==> config.mk <==
export PLATFORM = sky130hd
export DESIGN_NAME = mskand_hpc3_lanes
export DESIGN_NICKNAME = d
export VERILOG_FILES = /design/src/rtl/mskand_pkg.sv /design/src/rtl/mskand_hpc3_lane.sv /design/src/rtl/mskand_hpc3_lanes.sv
export SDC_FILE = /design/constraint.sdc
export NUM_CORES = 1
export LEC_CHECK = 0
export BUFFER_PORTS_ARGS = -buffer_cell sky130_fd_sc_hd__buf_2
export CELL_PAD_IN_SITES_DETAIL_PLACEMENT = 0
export CELL_PAD_IN_SITES_GLOBAL_PLACEMENT = 1
export CORE_AREA = 2 2 155 81
export DETAILED_ROUTE_END_ITERATION = 16
export DIE_AREA = 0 0 157 83
export PLACE_DENSITY_LB_ADDON = 0.15
export SYNTH_ARGS = -nofsm -noshare
export SYNTH_HDL_FRONTEND = slang
export SYNTH_SLANG_ARGS = --single-unit
export TNS_END_PERCENT = 1
==> constraint.sdc <==
create_clock -name clk -period 5.4 [get_ports clk]
set_input_delay 1.08 -clock clk [delete_from_list [all_inputs] [get_ports clk]]
set_output_delay 1.08 -clock clk [all_outputs]
set_load 0.01 [all_outputs]
==> src/rtl/mskand_pkg.sv <==
// Shared definitions for the multi-lane HPC3 masked AND.
//   hpc3rnd(d)        random bits consumed per lane per beat
//   ROLE_PREV_*       encodings for the SWAP parameter (which operand is prev-staged)
//   sh_idx(s,l,w)     bit index of share s of lane l in a d*W share vector
//   pair_idx(i,j,n)   index of unordered share pair {i,j} among n shares
package mskand_pkg;

  localparam int ROLE_PREV_B = 0;  // b gates the mask terms, a is the current operand
  localparam int ROLE_PREV_A = 1;  // roles exchanged

  function automatic int hpc3rnd(input int n);
    return n * (n - 1);
  endfunction

  function automatic int sh_idx(input int s, input int l, input int w);
    return s * w + l;
  endfunction

  // Enumerates pairs (0,1),(0,2)..(0,n-1),(1,2).. so both orderings of a pair
  // share the same random bit.
  function automatic int pair_idx(input int i, input int j, input int n);
    int lo;
    int hi;
    int idx;
    lo  = (i < j) ? i : j;
    hi  = (i < j) ? j : i;
    idx = 0;
    for (int k = 0; k < lo; k++) idx += n - 1 - k;
    return idx + (hi - lo - 1);
  endfunction

endpackage

==> src/rtl/mskand_hpc3_lane.sv <==
// One HPC3 AND lane with d shares, including its output (S2) register.
//   clk, rst   clock, async active-high reset
//   load       capture the HPC3 terms computed from x, y, r
//   clr        clear all term registers (used only for zeroization)
//   x          prev-role operand shares (gates the mask terms)
//   y          current-role operand shares
//   r          lane randomness: low half r_ij, high half r'_ij, per unordered pair
//   z          output shares, XOR of the registered terms of each share domain
// Every term is registered on its own; recombination of the terms of one
// output share only happens after the register, so no glitchy combination of
// unmasked products can occur.
module mskand_hpc3_lane
  import mskand_pkg::*;
#(
  parameter int d = 2
) (
  input  logic                    clk,
  input  logic                    rst,
  input  logic                    load,
  input  logic                    clr,
  input  logic [d-1:0]            x,
  input  logic [d-1:0]            y,
  input  logic [hpc3rnd(d)-1:0]   r,
  output logic [d-1:0]            z
);

  localparam int HALF = hpc3rnd(d) / 2;

  // [i][j]: i = output share domain, j = partner share.
  // Diagonal of mul holds x_i*y_i; diagonal of msk is unused and stays 0.
  logic [d-1:0][d-1:0] mul_d, mul_q;
  logic [d-1:0][d-1:0] msk_d, msk_q;

  for (genvar i = 0; i < d; i++) begin : g_i
    for (genvar j = 0; j < d; j++) begin : g_j
      if (i == j) begin : g_diag
        assign mul_d[i][j] = x[i] & y[i];
        assign msk_d[i][j] = 1'b0;
      end else begin : g_cross
        localparam int P = pair_idx(i, j, d);
        // x_i(y_j ^ r_ij) and (!x_i & r_ij) ^ r'_ij: the r terms sum to
        // r_ij ^ r'_ij per domain, which cancels over the symmetric pair.
        assign mul_d[i][j] = x[i] & (y[j] ^ r[P]);
        assign msk_d[i][j] = (~x[i] & r[P]) ^ r[HALF + P];
      end
    end
    assign z[i] = (^mul_q[i]) ^ (^msk_q[i]);
  end

  always_ff @(posedge clk or posedge rst) begin
    if (rst) begin
      mul_q <= '0;
      msk_q <= '0;
    end else if (load) begin
      mul_q <= mul_d;
      msk_q <= msk_d;
    end else if (clr) begin
      mul_q <= '0;
      msk_q <= '0;
    end
  end

endmodule

==> src/rtl/mskand_hpc3_lanes.sv <==
// W-lane masked AND built from HPC3 gadgets, d shares per lane, two-stage
// pipeline (S1 staging, S2 HPC3 output register) with valid/ready flow control.
//   clk, rst             clock, async active-high reset
//   in_a, in_b           operand sharings, share s of lane l at bit s*W+l
//   in_valid / in_ready  operand handshake (accept also needs rnd_valid)
//   rnd / rnd_valid      fresh randomness, lane l at [l*hpc3rnd(d) +: hpc3rnd(d)]
//   rnd_ready            randomness consumed this cycle (equals accept)
//   out                  sharing of a&b, same layout as inputs
//   out_valid/out_ready  result handshake
// Parameters: d shares, W lanes, SWAP selects which operand is prev-staged.
// Build option: MSKAND_LANES_ZEROIZE_EN forces out to zero while out_valid is
// low and clears S1/S2 share registers on a pop not replaced by a new beat.
module mskand_hpc3_lanes
  import mskand_pkg::*;
#(
  parameter int d    = 2,
  parameter int W    = 8,
  parameter int SWAP = ROLE_PREV_B
) (
  input  logic                    clk,
  input  logic                    rst,
  input  logic [d*W-1:0]          in_a,
  input  logic [d*W-1:0]          in_b,
  input  logic                    in_valid,
  output logic                    in_ready,
  input  logic [W*hpc3rnd(d)-1:0] rnd,
  input  logic                    rnd_valid,
  output logic                    rnd_ready,
  output logic [d*W-1:0]          out,
  output logic                    out_valid,
  input  logic                    out_ready
);

  localparam int RL = hpc3rnd(d);

  logic                s1_valid;
  logic [d*W-1:0]      s1_prev;
  logic [d*W-1:0]      s1_cur;
  logic [W*RL-1:0]     s1_rnd;

  logic                s2_move;
  logic                s1_move;
  logic                fire;
  logic                s2_load;
  logic                s2_clr;
  logic [d*W-1:0]      prev_in;
  logic [d*W-1:0]      cur_in;
  logic [d*W-1:0]      out_raw;

  assign prev_in = (SWAP == ROLE_PREV_A) ? in_a : in_b;
  assign cur_in  = (SWAP == ROLE_PREV_A) ? in_b : in_a;

  assign s2_move   = !out_valid || out_ready;
  assign s1_move   = !s1_valid || s2_move;
  assign in_ready  = s1_move;
  assign fire      = in_valid && rnd_valid && s1_move;
  assign rnd_ready = fire;

  // S2 only captures a real beat; an empty S1 leaves a bubble.
  assign s2_load = s2_move && s1_valid;
`ifdef MSKAND_LANES_ZEROIZE_EN
  assign s2_clr  = s2_move && !s1_valid;
`else
  assign s2_clr  = 1'b0;
`endif

  always_ff @(posedge clk or posedge rst) begin
    if (rst) begin
      s1_valid <= 1'b0;
      s1_prev  <= '0;
      s1_cur   <= '0;
      s1_rnd   <= '0;
    end else if (s1_move) begin
      s1_valid <= fire;
      if (fire) begin
        s1_prev <= prev_in;
        s1_cur  <= cur_in;
        s1_rnd  <= rnd;
      end
`ifdef MSKAND_LANES_ZEROIZE_EN
      else begin
        s1_prev <= '0;
        s1_cur  <= '0;
        s1_rnd  <= '0;
      end
`endif
    end
  end

  always_ff @(posedge clk or posedge rst) begin
    if (rst) begin
      out_valid <= 1'b0;
    end else if (s2_move) begin
      out_valid <= s1_valid;
    end
  end

  for (genvar l = 0; l < W; l++) begin : g_lane
    logic [d-1:0] lx;
    logic [d-1:0] ly;
    logic [d-1:0] lz;
    for (genvar s = 0; s < d; s++) begin : g_sh
      assign lx[s] = s1_prev[sh_idx(s, l, W)];
      assign ly[s] = s1_cur[sh_idx(s, l, W)];
      assign out_raw[sh_idx(s, l, W)] = lz[s];
    end
    mskand_hpc3_lane #(.d(d)) u_lane (
      .clk  (clk),
      .rst  (rst),
      .load (s2_load),
      .clr  (s2_clr),
      .x    (lx),
      .y    (ly),
      .r    (s1_rnd[l*RL +: RL]),
      .z    (lz)
    );
  end

`ifdef MSKAND_LANES_ZEROIZE_EN
  assign out = out_valid ? out_raw : '0;
`else
  assign out = out_raw;
`endif

endmodule

==> flow_summary.json <==
{
  "status": "complete, no violations",
  "dr.pass1.iters": 4,
  "post-cts-setup-buffers": 0,
  "use_met1_pct": 22.7,
  "critPathBufInv": 2,
  "final_common_cell": "dfrtp_1",
  "clock_latency_ps": 340,
  "cts_made_buffers": 9,
  "cts_resized": 0,
  "met3_usage_pct": 4.80,
  "syn_to_final_growth_pct": 17.3,
  "netlist_area_um2": 4500,
  "dp.cells": 603,
  "post-place-ws_ps": 2360,
  "synthMuxAreaShare_pct": 12.8,
  "seq_area_frac_synth_pct": 54.4,
  "reg2reg_to": "g_lane[3].u_lane.mul_q[1]",
  "clock_skew_ps": 5.86,
  "clk_pin_slew_ps": 60,
  "tightest_slew_ps": 764,
  "crit_fanout": 3,
  "use_met2_pct": 21.1,
  "synthAdderAreaFrac_pct": 0,
  "drive_above_1_share_pct": 31.3,
  "clock-sinks": 98,
  "synthXorXnorAreaFrac_pct": 12.4,
  "hold_buffers": 0,
  "hold_viol": 0,
  "nFillCells": 1134,
  "whs_endpoint": "g_lane[5].u_lane.mul_q[1]",
  "antenna_found_initial": 0,
  "synth_compound_area_share_pct": 7.11,
  "syn_inst": 384,
  "slew_violations": 0,
  "fin_setup_tns_ps": 0,
  "io_pins": 72,
  "timing.final.ws_setup_ps": 2640,
  "fp-row-count": 28,
  "hold_depth": 2,
  "rsz0062_at_grt": "false",
  "dieArea_um2": 13000,
  "worstHoldStart": "g_lane[5].u_lane.mul_q[1]",
  "ant_nets": 0,
  "syn_nets": 437,
  "power_density_nw_per_um2": 439,
  "design_area_um2": 5290,
  "hold_path.class": "reg2reg",
  "grt_max_degree": 62,
  "htreeDepth": 3,
  "wl_per_cell_um": 14.8,
  "root_buffer": "clkbuf_16",
  "seqCellArea_um2": 2450,
  "holdWs_ps": 540,
  "gp_congestion": 0.716,
  "via_count": 2950,
  "fin_crit_ps": 2760,
  "final_cells": 620,
  "routed_via_density": 4.76,
  "grt_pass1_wl_um": 15500,
  "core-area_um2": 11600,
  "dieHeight_um": 83,
  "nets": 502,
  "p_leak_nw": 2.28,
  "r2r_cells": 5,
  "slowest_stage": "nor2b_4",
  "relSlewSlack_pct": 49.0,
  "setup-violations-final": 0,
  "start_kind": "input pin",
  "crit_arrival_ps": 1680,
  "placed_cell_area_um2": 5000,
  "fmax_mhz": 362,
  "grt_use_total_pct": 15.2,
  "end_kind": "output pin",
  "ys_seq_elements": 98,
  "die_w_um": 157,
  "placement.io_buffers": 71,
  "final_cell_mix": "dfrtp_1 (97), buf_2 (71), xnor2_1 (48)",
  "grt-busiest-layer": "met1",
  "crit_required_ps": 4320,
  "drtIter0Drc": 174,
  "synth_cell_type_count": 21,
  "ctsLongestPathBuffers": 2,
  "multiInputGateArea_um2": 1820,
  "remaining_drc_errors": 0,
  "dpl.hpwl_um": 5960,
  "crit_chain": "buf_2 > nand3b_4 > nor2b_4 > buf_2",
  "tritoncts": "built",
  "synth-simple-area-share_pct": 8.00,
  "path_class": "in2out",
  "r2r_setup_slack_ps": 3100,
  "cp_common_cell": "buf_2",
  "power_mw": 2.32,
  "globalRouteOverflowTotal": 0,
  "start_util_pct": 38.8,
  "avgSynthCellArea_um2": 11.7,
  "fin_util_pct": 45.6,
  "critical-path-top-delay-family": "simple AND/OR/NAND/NOR gates",
  "drv_cap": 0,
  "routed_wl_um": 9200,
  "slowest_delay_ps": 230,
  "yosysWarnings": 0,
  "vdd_drop_max_v": 0.000138,
  "synth_top_family_by_area": "multiplexers",
  "period_share_pct": 51.1,
  "r2r_start": "out_valid",
  "grt_pass1_vias": 3039
}
[how the worst max path moves through the flow]
stage          cells after the start       from  slack (ps)                        end
2_1_floorplan                      1        rst        1760  g_lane[0].u_lane.msk_q[1]
3_3_place_gp                       6  out_ready        2380  g_lane[3].u_lane.mul_q[2]
3_5_place_dp                       6  out_ready        2360  g_lane[3].u_lane.mul_q[1]
4_1_cts                            4  out_ready        2640                  rnd_ready
5_1_grt                            6  out_ready        2500  g_lane[3].u_lane.mul_q[1]
6_report                           4  out_ready        2640                  rnd_ready
[cells in the mapped netlist (all sizes together)]
library cell   n  area share, %
dfrtp         98             54
mux2          48             13
xnor2         48            9.3
inv           33            2.8
a21oi         32            3.6
nand4         32            4.4
o21ai         32            3.6
nor2b         17            2.5
xor2          16            3.1
buf           13            1.7
clkbuf         9           0.75
nand2          2           0.17
nand2b         2           0.28
and2           1           0.14
nand3b         1           0.44
[power breakdown]
| part | internal [mW] | leakage (nW) | switching [mW] | total (mW) |
|---|---|---|---|---|
| Combinational | 0.342 | 0.958 | 0.311 | 0.653 |
| Sequential | 0.900 | 1.18 | 0.148 | 1.05 |
| Clock | 0.351 | 0.136 | 0.268 | 0.619 |
[cell type report]
cell class / instances / share of cell area, %
Sequential cell: 98 / 46.4
Timing Repair Buffer: 76 / 7.43
Clock buffer: 15 / 5.26
Clock inverter: 1 / 0.142
Antenna cell: 1 / 0.0473
Inverter: 33 / 2.39
Multi-Input combinational cell: 231 / 34.4
Tap cell: 165 / 3.91
[state kept, by name, summed over array words and instances, names as in the netlist]
| register | cells |
|---|---|
| s1_valid | 1 |
| g_lane.u_lane.mul_q | 32 |
| s1_rnd | 16 |
| s1_cur | 16 |
| s1_prev | 16 |
| out_valid | 1 |
| g_lane.u_lane.msk_q | 16 |
[logic make-up after synthesis]
group                     after synthesis
xor gates and xnor gates               64
and+or+nand+nor                        55
buffers and inverters                  55
muxes                                  48
DFF                                    98
AOI/OAI and AO/OA                      64
[layer usage]
| metal | wire [µm] | part of all wire [%] |
|---|---|---|
| met5 | 0 | 0 |
| met4 | 76 | 0.83 |
| met3 | 481 | 5.2 |
| met2 | 3800 | 41 |
| met1 | 4840 | 53 |
[worst min-delay path: cells and delay by family, from the launching register on]
kind                   cells  cell delay [ps]
flip-flops                 1              390
buffers and inverters      1               60
AO/OA/AOI/OAI              1               60
(Power assumes the default switching activity.)
